<file path="src/rtl/sm_alu_seq.sv">
// Sign-magnitude add/sub/mul/div unit with start/busy/done handshake and registered results.
// Latency start-edge to done: 2 clocks for add/sub, WIDTH+2 for mul/div, independent of operands.
// No backpressure: start is only sampled in IDLE, results are held until the next done.
module sm_alu_seq #(
    parameter int WIDTH    = 16,
    parameter bit SATURATE = 1'b0
) (
    input  logic             clock,
    input  logic             reset,
    input  logic             start,
    input  logic [1:0]       opcode,
    input  logic [WIDTH:0]   V1,
    input  logic [WIDTH:0]   V2,
    output logic             busy,
    output logic             done,
    output logic [WIDTH:0]   answer,
    output logic [WIDTH:0]   remainder,
    output logic             ovw
);

    localparam logic [1:0] S_IDLE = 2'd0;
    localparam logic [1:0] S_RUN  = 2'd1;
    localparam logic [1:0] S_FIN  = 2'd2;

    localparam logic [1:0] OP_ADD = 2'b00;
    localparam logic [1:0] OP_MUL = 2'b01;
    localparam logic [1:0] OP_DIV = 2'b11;

    localparam int              CW       = $clog2(WIDTH + 1);
    localparam logic [CW-1:0]   LAST_SEQ = CW'(WIDTH);

    logic [1:0]           state;
    logic [CW-1:0]        cnt;
    logic [CW-1:0]        last_cnt;
    logic [1:0]           op_q;
    logic                 s1_q, s2_q;
    logic [WIDTH-1:0]     m1_q, m2_q;
    logic [2*WIDTH-1:0]   prod, mcand;
    logic [WIDTH-1:0]     mplier;      // multiplier bits, or dividend/quotient for divide
    logic [WIDTH-1:0]     rem_q;
    logic [WIDTH:0]       rem_sh;
    logic [WIDTH+1:0]     trial;
    logic                 trial_ok;

    logic [WIDTH+1:0]     a2, b2, sum;
    logic [WIDTH:0]       sum_mag;
    logic                 res_neg, res_ovf, rem_neg;
    logic [WIDTH-1:0]     res_low, ans_mag, rem_mag;
    logic [WIDTH:0]       res_ans, res_rem;

    assign busy     = (state != S_IDLE);
    // mul/div spend WIDTH iteration cycles plus one settle cycle in RUN
    assign last_cnt = op_q[0] ? LAST_SEQ : '0;
    assign rem_sh   = {rem_q, mplier[WIDTH-1]};
    assign trial    = {1'b0, rem_sh} - {2'b00, m2_q};
    assign trial_ok = ~trial[WIDTH+1];

    always_ff @(posedge clock or negedge reset) begin
        if (!reset) begin
            state     <= S_IDLE;
            cnt       <= '0;
            op_q      <= OP_ADD;
            s1_q      <= 1'b0;
            s2_q      <= 1'b0;
            m1_q      <= '0;
            m2_q      <= '0;
            prod      <= '0;
            mcand     <= '0;
            mplier    <= '0;
            rem_q     <= '0;
            done      <= 1'b0;
            answer    <= '0;
            remainder <= '0;
            ovw       <= 1'b0;
        end else begin
            done <= 1'b0;
            case (state)
                S_IDLE: begin
                    if (start) begin
                        state  <= S_RUN;
                        cnt    <= '0;
                        op_q   <= opcode;
                        s1_q   <= V1[WIDTH] & (|V1[WIDTH-1:0]);
                        s2_q   <= V2[WIDTH] & (|V2[WIDTH-1:0]);
                        m1_q   <= V1[WIDTH-1:0];
                        m2_q   <= V2[WIDTH-1:0];
                        prod   <= '0;
                        mcand  <= {{WIDTH{1'b0}}, V1[WIDTH-1:0]};
                        mplier <= (opcode == OP_DIV) ? V1[WIDTH-1:0] : V2[WIDTH-1:0];
                        rem_q  <= '0;
                    end
                end
                S_RUN: begin
                    cnt <= cnt + CW'(1);
                    if (cnt < LAST_SEQ) begin
                        if (op_q == OP_MUL) begin
                            if (mplier[0])
                                prod <= prod + mcand;
                            mcand  <= mcand << 1;
                            mplier <= mplier >> 1;
                        end else if (op_q == OP_DIV) begin
                            rem_q  <= trial_ok ? trial[WIDTH-1:0] : rem_sh[WIDTH-1:0];
                            mplier <= {mplier[WIDTH-2:0], trial_ok};
                        end
                    end
                    if (cnt == last_cnt)
                        state <= S_FIN;
                end
                S_FIN: begin
                    state     <= S_IDLE;
                    done      <= 1'b1;
                    answer    <= res_ans;
                    remainder <= res_rem;
                    ovw       <= res_ovf;
                end
                default: state <= S_IDLE;
            endcase
        end
    end

    always_comb begin
        a2      = s1_q ? -{2'b00, m1_q} : {2'b00, m1_q};
        b2      = s2_q ? -{2'b00, m2_q} : {2'b00, m2_q};
        sum     = (op_q == OP_ADD) ? (b2 + a2) : (b2 - a2);
        sum_mag = sum[WIDTH+1] ? -sum[WIDTH:0] : sum[WIDTH:0];
        res_neg = 1'b0;
        res_ovf = 1'b0;
        res_low = '0;
        rem_neg = 1'b0;
        rem_mag = '0;
        case (op_q)
            OP_MUL: begin
                res_neg = s1_q ^ s2_q;
                res_ovf = |prod[2*WIDTH-1:WIDTH];
                res_low = prod[WIDTH-1:0];
            end
            OP_DIV: begin
                res_neg = s1_q ^ s2_q;
                res_ovf = (m2_q == '0);
                if (!res_ovf) begin
                    res_low = mplier;
                    rem_neg = s1_q;
                    rem_mag = rem_q;
                end
            end
            default: begin
                res_neg = sum[WIDTH+1];
                res_ovf = sum_mag[WIDTH];
                res_low = sum_mag[WIDTH-1:0];
            end
        endcase
        // divide-by-zero reports zero, never the clamp value
        ans_mag = (res_ovf && SATURATE && (op_q != OP_DIV)) ? '1 : res_low;
        res_ans = {res_neg & (|ans_mag), ans_mag};
        res_rem = {rem_neg & (|rem_mag), rem_mag};
    end

endmodule
</file>
<file path="config.mk">
export PLATFORM = sky130hd
export DESIGN_NAME = sm_alu_seq
export DESIGN_NICKNAME = d
export VERILOG_FILES = /design/src/rtl/sm_alu_seq.sv
export SDC_FILE = /design/constraint.sdc
export NUM_CORES = 1
export LEC_CHECK = 0
export BUFFER_PORTS_ARGS = -buffer_cell sky130_fd_sc_hd__buf_4
export CORE_ASPECT_RATIO = 0.9
export CORE_MARGIN = 10
export CORE_UTILIZATION = 40
export DETAILED_ROUTE_END_ITERATION = 16
export PLACE_DENSITY = 0.64
export SYNTH_ARGS = -nofsm -noshare
export SYNTH_HDL_FRONTEND = slang
export SYNTH_SLANG_ARGS = --single-unit
</file>
<file path="constraint.sdc">
create_clock -name clock -period 7.6 [get_ports clock]
set_clock_uncertainty 0.05 [all_clocks]
set_input_delay 1.9 -clock clock [delete_from_list [all_inputs] [get_ports clock]]
set_output_delay 1.9 -clock clock [all_outputs]
set_load 0.02 [all_outputs]
</file>
Word-level counts from Yosys, hierarchy flattened
Cells that the tools add are included.
{ "word_totals": {"register_bits": 175, "out_inout_bits": 37, "elab_cells": 102} }
{ "classes": {"addsub": 8, "order_cmp": 1, "eq_ne": 14, "n_mux": 40, "n_bitwise": 6, "reduce_logical": 18} }
{ "op_table": {"columns": ["op", "count"], "rows": [
  ["32-bit 2-to-1 mux", 7],
  ["16-bit 2-to-1 mux", 13],
  ["32-bit one-hot mux with 2 select lines", 2],
  ["16-bit one-hot mux with 2 select lines", 3],
  ["16-bit OR reduction", 5],
  ["18-bit 2-to-1 mux", 3],
  ["16-bit negator with 18-bit output", 2],
  ["32-bit adder", 1],
  ["18-bit adder", 1],
  ["17-bit by 16-bit subtractor with 18-bit output", 1],
  ["18-bit subtractor", 1],
  ["17-bit 2-to-1 mux", 1],
  ["17-bit negator", 1],
  ["16-bit logical NOT", 1],
  ["2-bit != test (second input constant)", 7],
  ["5-bit 2-to-1 mux", 2],
  ["5-bit one-hot mux with 2 select lines", 1],
  ["5-bit AND reduction", 2],
  ["4-bit AND reduction", 2],
  ["2-bit == test (second input constant)", 3],
  ["2-bit AND reduction", 3],
  ["5-bit by 1-bit adder with 5-bit output (second input constant)", 1],
  ["5-bit == test", 1],
  ["5-bit < comparator (second input constant)", 1],
  ["other kinds (12)", 22]
]} }

Logic depth before layout (Yosys ltp)
{ "logic_depth": {"depth_word": 9, "mapped_depth": 26, "depth_no_buf": 24} }

Worst setup path after synthesis
No wires, ideal clock.
{ "synth_path": {"path_type": "reg2reg", "start": "reg m1_q[0]", "end": "reg answer[16]", "setup_ps": 131, "t_arrival_ps": 5171, "t_required_ps": 7419, "path_slack_ps": 2247, "path_stages_with_launch": 25, "synth_period_minus_slack_ps": 5353, "path_cell_list": "dfrtp_1 > inv_1 > ha_1 > buf_2 > or4b_1 > clkbuf_1 > or4_1 > a21oi_1 > o21a_1 > nor2_1 > xnor2_1 > ha_1 > clkbuf_1 > o2111ai_1 > nor2_1 > a221oi_1 > a2111oi_0 > a21oi_1 > o211ai_1 > or4_1 > and4_1 > nor3_1 > nand2_1 > nor4_1 > a21oi_1"} }
{ "synth_between": {"elab_chain_cells": 9, "elab_cells_between_ends": 11, "cone_classes": "4 x add/sub; 5 x mux; 1 x bitwise; 1 x reduce/logical"} }
{ "synth_lines": {"columns": ["element", "line_no", "source"], "rows": [
  ["start: declaration", "37", "logic [WIDTH-1:0] m1_q, m2_q;"],
  ["start signal: assignment", "85", "m1_q <= V1[WIDTH-1:0];"],
  ["16-bit negator with 18-bit output", "122", "a2 = s1_q ? -{2'b00, m1_q} : {2'b00, m1_q};"],
  ["18-bit 2-to-1 mux (*)", "122", null],
  ["18-bit subtractor or 18-bit adder (tied branches)", "124", "sum = (op_q == OP_ADD) ? (b2 + a2) : (b2 - a2);"],
  ["18-bit 2-to-1 mux (*)", "124", null],
  ["17-bit negator", "125", "sum_mag = sum[WIDTH+1] ? -sum[WIDTH:0] : sum[WIDTH:0];"],
  ["17-bit 2-to-1 mux", "125", null],
  ["16-bit one-hot mux with 2 select lines", "131", "case (op_q)"],
  ["16-bit OR reduction", "154", "res_ans = {res_neg & (|ans_mag), ans_mag};"],
  ["1-bit AND (*)", "154", null],
  ["end signal: assignment", "112", "answer <= res_ans;"],
  ["end: declaration", "16", "output logic [WIDTH:0] answer,"]
]} }
Mark *: on every way between the ends. The rest lies on a longest branch, timed or not.
A chain may end at the register's enable or synchronous reset.

Final worst setup path
{ "layout_path": {"start": "reg s1_q", "end": "reg answer[16]"} }
{ "layout_between": {"elab_chain_cells": 8, "elab_cells_between_ends": 11, "cone_classes": "3 x add/sub; 5 x mux; 2 x bitwise; 1 x reduce/logical"} }
{ "layout_lines": {"columns": ["element", "line_no", "source"], "rows": [
  ["start: declaration", "36", "logic s1_q, s2_q;"],
  ["start signal: assignment", "83", "s1_q <= V1[WIDTH] & (|V1[WIDTH-1:0]);"],
  ["18-bit 2-to-1 mux", "122", null],
  ["18-bit subtractor or 18-bit adder (tied branches)", "124", null],
  ["18-bit 2-to-1 mux", "124", null],
  ["17-bit negator", "125", null],
  ["17-bit 2-to-1 mux", "125", null],
  ["16-bit one-hot mux with 2 select lines", "131", null],
  ["16-bit OR reduction", "154", null],
  ["1-bit AND (*)", "154", null]
]} }
Marks and branches as above.

==> results.cfg <==
[worst_setup_path]
r2r-end = answer[16]
crit_start = s1_q
critPathKind = reg2reg
r2r-start = s1_q
ff2ff_setup_slack_ns = 1.33
crit_end = answer[16]
required_ns = 7.88
end_kind = flop
critPathArrivalTime_ns = 6.55
worst-path-max-fanout = 28
start_kind = flop
reg2reg_depth = 20

[routing]
wl_met3_um = 2350
first_iter_violations = 978
firstDrtPassIters = 5
avgViaCountPerCell = 5.69
dr.max_layer_used = met4
vias = 11338
postRouteWirelength_um = 39600
dr_wl_met2_um = 17700
post-route-drc-count = 0
ant_nets = 0
wl_per_cell_um = 19.9
wl_met1_um = 18700

[clock_tree]
insertion_delay_ns = 0.46
cts_tree = built
cts_hold_buf = 0
ctsResizeCount = 0
path_clk_slew_ns = 0.08
cts_root_buf = clkbuf_16
numClockSinks = 175
post_cts_buffers = 0
numCtsBuffers = 17
ctsLongestPathBuffers = 2
htreeDepth = 4

[floorplan]
die-area_um2 = 38500
rows = 61
fp.dieW_um = 206
initial_utilization = 0.404
core_area_um2 = 30800
io_pins = 76
dieHeight_um = 187

[yosys]
yosysUniqueCellTypes = 79
synth_top_area_frac = 0.352
ys_warn_count = 0
seq_area_frac_synth = 0.352
synth.largest_area_cell = dfrtp_1
synthTopCellsByArea = dfrtp_1 35%, nand2_1 10%, ha_1 7.0%
syn-cell-area_um2 = 12400
synth_fp_nets = 1656
synth_edf_count = 0
async_flop_share = 1.00
synth_ff_type = dfrtp_1
synthTopCellsByCount = 339 x nand2_1, 175 x dfrtp_1, 159 x o21ai_0
postSynthCellCount = 1544
synth_seq_cells = 175
synth.avg_cell_area_um2 = 8.05
yosysMostFrequentCell = nand2_1

[finish]
antenna_cells = 0
stdcell_count = 1992
design_area_um2 = 13900
syn2layout_area_growth_pct = 11.9
drive_above_1_share = 0.101
layout.nets = 1682

[timing]
setup_ws_ns = 1.33
finalHoldViolCount = 0
rsz0062_at_grt = no
drv_slew = 0
post-route-period-util = 0.825
max_freq_mhz = 159
fin_crit_ns = 6.27
setup_viol = 0
tightest_slew_ns = 1.20
slew_headroom = 0.197
fin_tns_setup_ns = 0

[global_routing]
grt_pass1_wl_um = 62400
overflow = 0
antenna_found_initial = 0
grt_pass1_vias = 10674
groute.usage.overall = 0.206
grt_max_degree = 67

[hold_path]
holdCritPathClass = reg2reg

[status]
status = complete, no violations

[placed_design]
io_buffers = 75
hpwl_um = 29800
dpl_worst_slack_ns = 1.49
gp_congestion = 0.934
place_area_um2 = 13300
placed_cells = 1960

[flow_run]
maxCapViolCount = 0
[per-layer routing]
metal,track usage,vias to the layer above
met2,0.312,302
met3,0.0381,42
met5,0,-
met4,0.0614,0
met1,0.291,5490
li1,-,5504
[worst max-delay path, stage by stage (launching register included)]
cell and delay, ns:
dfrtp_1 0.96, o31ai_1 0.21, xor2_1 0.29, or4b_2 0.64, a31oi_1 0.33, nor2_1 0.10
xnor2_1 0.18, ha_1 0.37, o2111ai_1 0.12, nor2_1 0.07, a221oi_1 0.30, buf_4 0.21
a21o_1 0.16, o21ai_0 0.16, a31oi_1 0.37, a21o_1 0.40, nand2_1 0.21, a211oi_1 0.45
o2111ai_1 0.19, nor4_1 0.26, a21oi_1 0.11
[final cells by class]
| cell class | instances | area (µm²) |
|---|---|---|
| Clock buffer | 17 | 425 |
| Clock inverter | 15 | 169 |
| Fill cell | 3070 | 16900 |
| Inverter | 54 | 203 |
| Multi-Input combinational cell | 1233 | 7540 |
| Sequential cell | 175 | 4380 |
| Tap cell | 409 | 512 |
| Timing Repair Buffer | 89 | 672 |
[logic make-up after synthesis]
family	after synthesis	share of synthesized area
adders and majority gates	73	0.0753
and+or+nand+nor	611	0.222
AOI/OAI and AO/OA	422	0.215
buffers and inverters	136	0.0429
xor gates and xnor gates	104	0.0739
muxes	23	0.0191
DFF	175	0.352
[how the worst min path moves through the flow]
| stage | from | end | cells past startpoint |
|---|---|---|---|
| 3_3_place_gp | answer[8] | answer[8] | 2 |
| 5_1_grt | answer[6] | answer[6] | 2 |
| 2_1_floorplan | prod[2] | prod[2] | 2 |
| 6_report | remainder[7] | remainder[7] | 2 |
| 3_5_place_dp | answer[8] | answer[8] | 2 |
| 4_1_cts | remainder[4] | remainder[4] | 2 |
[state kept, by name (all words and copies together) (netlist names)]
name       flops
m1_q          16
done           1
state          2
m2_q          16
s1_q           1
op_q           2
mcand         32
answer        17
rem_q         16
ovw            1
cnt            5
remainder     17
prod          32
s2_q           1
mplier        16
[cells in the final DEF (no fill, tap or decap), types with 6 or more instances in the layout]
| cell type | netlist | routed |
|---|---|---|
| o21ai_0 | 159 | 159 |
| o41ai_1 | 6 | 6 |
| nand4_1 | 12 | 12 |
| nor4_1 | 24 | 24 |
| o31ai_1 | 15 | 15 |
| a21o_1 | 25 | 25 |
| or2_2 | 13 | 13 |
| o211ai_1 | 10 | 10 |
| or4_1 | 9 | 9 |
| a22o_1 | 20 | 20 |
| mux2i_1 | 19 | 19 |
| clkbuf_16 | 0 | 17 |
| nor2_1 | 85 | 83 |
| o21a_1 | 7 | 7 |
| a211oi_1 | 13 | 13 |
| xnor2_1 | 68 | 68 |
| nand2_1 | 339 | 339 |
| xor2_1 | 35 | 35 |
| inv_1 | 53 | 53 |
| a22oi_1 | 11 | 11 |
| a21oi_1 | 78 | 76 |
| a31oi_1 | 27 | 27 |
| ha_1 | 70 | 70 |
| o21bai_1 | 10 | 10 |
| nand3_1 | 36 | 36 |
| nor2b_1 | 12 | 12 |
| nand2b_1 | 11 | 11 |
| dfrtp_1 | 175 | 175 |
| and3_1 | 6 | 6 |
| nor3_1 | 32 | 31 |
| buf_4 | 1 | 88 |
| or3_1 | 7 | 7 |
[stage by stage]
stage / util / hold slack (ns)
floorplan: - / 0.419
global placement: 0.433 / 0.417
detailed placement: 0.433 / 0.418
CTS: 0.452 / 0.445
global route: 0.452 / 0.482
finish: 0.452 / 0.442
Power is left out: the tool's default activity adds up to more than one toggle a clock period on the data nets, which glitch-free logic cannot reach.
